===== src/rtl/dbus_arbiter.sv =====
// Two-master round-robin arbiter onto a single shared data bus, one transaction in flight.
// Optional response timeout is enabled by defining DBUS_ARB_TIMEOUT_EN.
module dbus_arbiter #(
  parameter int TIMEOUT_W = 8
) (
  input  logic        clk,
  input  logic        rst,
  input  logic        m0_req_i,
  input  logic        m0_we_i,
  input  logic [31:0] m0_addr_i,
  input  logic [31:0] m0_wdata_i,
  input  logic [3:0]  m0_sel_i,
  output logic        m0_ack_o,
  output logic        m0_err_o,
  output logic [31:0] m0_rdata_o,
  input  logic        m1_req_i,
  input  logic        m1_we_i,
  input  logic [31:0] m1_addr_i,
  input  logic [31:0] m1_wdata_i,
  input  logic [3:0]  m1_sel_i,
  output logic        m1_ack_o,
  output logic        m1_err_o,
  output logic [31:0] m1_rdata_o,
  output logic        s_req_o,
  output logic        s_we_o,
  output logic [31:0] s_addr_o,
  output logic [31:0] s_wdata_o,
  output logic [3:0]  s_sel_o,
  input  logic        s_ack_i,
  input  logic        s_err_i,
  input  logic [31:0] s_rdata_i
);

  typedef enum logic [1:0] {IDLE, REQ, ACK} state_t;

  state_t      state;
  logic        last_grant;   // 1 = m1 was served last
  logic        grant;        // master owning the current transaction
  logic        pick;
  logic        done;
  logic        done_err;
  logic [31:0] done_rdata;

`ifdef DBUS_ARB_TIMEOUT_EN
  // Counter reaches all-ones on the same edge the timeout completes the transaction.
  localparam logic [TIMEOUT_W-1:0] TMO_LAST = ~(TIMEOUT_W'(1));
  logic [TIMEOUT_W-1:0] tmo_cnt;
`endif

  // NOTE: every variable assigned here gets a default first so no latch is inferred.
  always_comb begin
    pick       = m1_req_i && (!m0_req_i || !last_grant);
    done       = s_ack_i;
    done_err   = s_err_i;
    done_rdata = s_rdata_i;
`ifdef DBUS_ARB_TIMEOUT_EN
    if (!s_ack_i && tmo_cnt == TMO_LAST) begin
      done       = 1'b1;
      done_err   = 1'b1;
      done_rdata = '0;
    end
`endif
  end

  // NOTE: sequential state uses non-blocking assignments only; reset is synchronous.
  always_ff @(posedge clk) begin
    if (rst) begin
      state      <= IDLE;
      last_grant <= 1'b1;
      grant      <= 1'b0;
      s_req_o    <= 1'b0;
      s_we_o     <= 1'b0;
      s_addr_o   <= '0;
      s_wdata_o  <= '0;
      s_sel_o    <= '0;
      m0_ack_o   <= 1'b0;
      m0_err_o   <= 1'b0;
      m0_rdata_o <= '0;
      m1_ack_o   <= 1'b0;
      m1_err_o   <= 1'b0;
      m1_rdata_o <= '0;
`ifdef DBUS_ARB_TIMEOUT_EN
      tmo_cnt    <= '0;
`endif
    end else begin
      case (state)
        IDLE: begin
          if (m0_req_i || m1_req_i) begin
            grant     <= pick;
            s_req_o   <= 1'b1;
            s_we_o    <= pick ? m1_we_i    : m0_we_i;
            s_addr_o  <= pick ? m1_addr_i  : m0_addr_i;
            s_wdata_o <= pick ? m1_wdata_i : m0_wdata_i;
            s_sel_o   <= pick ? m1_sel_i   : m0_sel_i;
            state     <= REQ;
`ifdef DBUS_ARB_TIMEOUT_EN
            tmo_cnt   <= '0;
`endif
          end
        end
        REQ: begin
`ifdef DBUS_ARB_TIMEOUT_EN
          if (!s_ack_i) tmo_cnt <= tmo_cnt + 1'b1;
`endif
          if (done) begin
            s_req_o    <= 1'b0;
            last_grant <= grant;
            state      <= ACK;
            if (grant) begin
              m1_ack_o   <= 1'b1;
              m1_err_o   <= done_err;
              m1_rdata_o <= done_rdata;
            end else begin
              m0_ack_o   <= 1'b1;
              m0_err_o   <= done_err;
              m0_rdata_o <= done_rdata;
            end
          end
        end
        ACK: begin
          m0_ack_o   <= 1'b0;
          m0_err_o   <= 1'b0;
          m0_rdata_o <= '0;
          m1_ack_o   <= 1'b0;
          m1_err_o   <= 1'b0;
          m1_rdata_o <= '0;
          state      <= IDLE;
        end
        default: state <= IDLE;
      endcase
    end
  end

endmodule


===== config.mk =====
export PLATFORM = sky130hd
export DESIGN_NAME = dbus_arbiter
export DESIGN_NICKNAME = d
export VERILOG_FILES = /design/src/rtl/dbus_arbiter.sv
export SDC_FILE = /design/constraint.sdc
export NUM_CORES = 1
export LEC_CHECK = 0
export ABC_AREA = 1
export CORE_MARGIN = 2
export CORE_UTILIZATION = 40
export DETAILED_ROUTE_END_ITERATION = 6
export PLACE_DENSITY = 0.81
export RECOVER_POWER = 25
export SKIP_CTS_REPAIR_TIMING = 1
export SLEW_MARGIN = 20
export SYNTH_ARGS = -nofsm -noshare
export SYNTH_HDL_FRONTEND = slang
export SYNTH_SLANG_ARGS = --single-unit

===== constraint.sdc =====
create_clock -name clk -period 1.5 [get_ports clk]
set_input_delay 0.3 -clock clk [delete_from_list [all_inputs] [get_ports clk]]
set_output_delay 0.3 -clock clk [all_outputs]
set_load 0.05 [all_outputs]

==> metrics.md <==
| Metric | Value |
|---|---|
| Worst Path Arrival | 1.76 ns |
| Longest Clk Path Bufs | 2 |
| Area Overhead vs Synth | 73.7% |
| Synth Register Bits | 142 |
| DP Worst Slack | -0.275 ns |
| Root Driver | clkbuf_16 |
| Synth top area cells | dfxtp_1 (47%), nand2_1 (13%), a21oi_1 (12%), nor2_1 (6.5%), nand3_1 (5.6%) |
| DPL Wire Length | 16,300 um |
| Commonest non-fill, non-tap cell in the layout | nand2_1 |
| Final core occ | 0.716 |
| Post-route ant nets | 0 |
| Io pins | 314 |
| Syn Area/Cell | 7.08 sq um |
| Met3 Use GR | 0.0818 |
| WL final | 22,800 um |
| Final hold violations | 0 |
| Post-synth net total | 1,025 |
| Met2 GRT Util | 0.508 |
| Busiest grt layer | met2 |
| # diodes | 0 |
| Final Setup Violations | 0 |
| Area leader, netlist | dfxtp_1 |
| FMAX | 711 MHz |
| Total power | 12.4 mW |
| CTS sink cnt | 142 |
| Startpoint Class | flop |
| Vias/cell | 5.15 |
| First-pass GRT wire length | 34,800 um |
| Crit Path Max Fanout | 47 |
| Vias in the first global route | 6,889 |
| Critical path class | reg -> reg |
| # port buffers | 313 |
| CTS tree | yes |
| Req. time, crit path | 1.86 ns |
| Die Wd | 127 um |
| Setup TNS | 0 ns |
| Unique masters post-synth | 21 |
| CTS buffer count | 17 |
| Initial antenna violation count | 0 |
| GR Util met1 | 0.292 |
| Cell Area, Synth | 6010 sq um |
| Cells after Synth | 849 |
| Core ar. | 14,600 sq um |
| Pin count of the biggest net entering global routing | 72 |
| Die ar. | 16,000 sq um |
| Period utilization | 0.937 |
| Share of cells above drive strength 1 | 0.190 |
| Most frequent cells in the layout | nand2_1 (209), clkdlybuf4s50_1 (174), dfxtp_1 (142) |
| DR vias | 6,941 |
| Clk_lat worst skew | 0.43 ns |
| Clock H-tree levels | 4 |
| Lkg Pwr | 4.49 nW |
| Max Cap Viol | 0 |
| Warnings, synthesis | 0 |
| Num rows | 44 |
| Routability cong. | 0.867 |
| CTS clk-pin slew, worst paths | 0.06 ns |
| Layout Skew | 0.00799 ns |
| Initial Util | 0.412 |
| Seq/Total Area, Yosys | 0.473 |
| Max_slew headroom | 0.725 |
| Final Max Slew Viols | 0 |
| Power Density | 1190 nW/um^2 |
| Measured slew at the worst slew-check pin | 0.412 ns |
| Crit end category | flop |
| RSZ-0062 raised after global routing | true |
| Post-synth top area share | 0.473 |
| Avg WL per Cell | 16.9 um |
| Final WS setup | 0.0942 ns |
| Hold/Removal Path Class | in -> reg |
| Nets | 1,327 |
| Die H | 127 um |
| Overall Global Routing Usage | 0.276 |
| Global route overflow | 0 |
| Number of remaining DRC errors | 0 |
| Status | finished, final reports clean |
| Initial DRC count | 452 |
| Worst VDD drop | 0.000774 V |
| DRT Pass-1 Iters | 5 |
| Crit path time final | 1.41 ns |
==> per-stage QoR <==
| step | hold WS, ns | area [sq um] | cells |
|---|---|---|---|
| after global routing | 0.331 | 10400 | 1348 |
| after detailed placement | 0.505 | 10800 | 1316 |
| final | 0.317 | 10400 | 1348 |
| after CTS | 0.302 | 11400 | 1348 |
| after global placement | 0.487 | 10800 | 1316 |
| after floorplan | 0.429 | 6010 | 849 |
==> cells by family after synthesis <==
logic type / after synthesis / share of synthesized area
buffers and inverters: 108 / 0.0874
and+or+nand+nor: 389 / 0.265
AOI/OAI and AO/OA: 210 / 0.175
DFF: 142 / 0.473
==> cells in the mapped netlist <==
master    count
nand2_1     210
dfxtp_1     142
a21oi_1     140
nor2_1      104
nand3_1      67
o21ai_0      49
inv_1        36
clkbuf_1     32
o21ai_1      21
buf_2        15
buf_6        11
buf_4         5
inv_2         5
buf_1         4
nor2_4        2
nand2_2       1
nand3_2       1
nand3b_1      1
nand4_1       1
nand4_4       1
nor2_2        1
==> routing by layer <==
| metal | up-vias | routed length [um] |
|---|---|---|
| met3 | 52 | 1860 |
| li1 | 3360 | - |
| met5 | - | 0 |
| met4 | 0 | 762 |
| met2 | 319 | 11800 |
| met1 | 3210 | 8360 |
==> worst max-delay path, cell delays in order (launching register included) <==
cell	delay, ns
dfxtp_1	0.35
inv_2	0.06
nand2_2	0.09
nor2_4	0.21
buf_12	0.25
buf_4	0.15
o21ai_0	0.06
nor2_1	0.13
==> path summary, 6_finish.rpt <==
| kind | cells after the start | slack [ns] | from | end |
|---|---|---|---|---|
| worst max-delay path | 7 | 0.09 | state[0] | s_addr_o[23] |
| worst min-delay path | 3 | 0.32 | rst | m0_rdata_o[2] |
| worst max register to register | 7 | 0.09 | state[0] | s_addr_o[23] |
| worst min register to register | 2 | 0.48 | m0_rdata_o[12] | m0_rdata_o[12] |
==> layout make-up <==
| cell class | instances | area, sq um |
|---|---|---|
| fill | 1024 | 4140 |
| timing repair buffer | 350 | 3910 |
| sequential | 142 | 2840 |
| multi-input combinational | 599 | 2650 |
| clock buffer | 19 | 453 |
| tap | 184 | 230 |
| clock inverter | 13 | 209 |
| inverter | 41 | 154 |
==> registers in the layout, indices dropped and copies added (netlist names) <==
register    count
m0_ack_o        1
last_grant      1
s_wdata_o      32
s_we_o          1
grant           1
m0_err_o        1
s_sel_o         4
m1_rdata_o     32
s_req_o         1
state           2
m0_rdata_o     32
s_addr_o       32
m1_err_o        1
m1_ack_o        1
==> report_power, final <==
group	switching (mW)	leakage, nW	internal, mW	total [mW]
sequential	0.243	1.16	4.06	4.30
clock	1.68	0.316	3.04	4.72
combinational	1.94	3.01	1.46	3.40
Note: power is estimated with default switching activity, not from simulation.
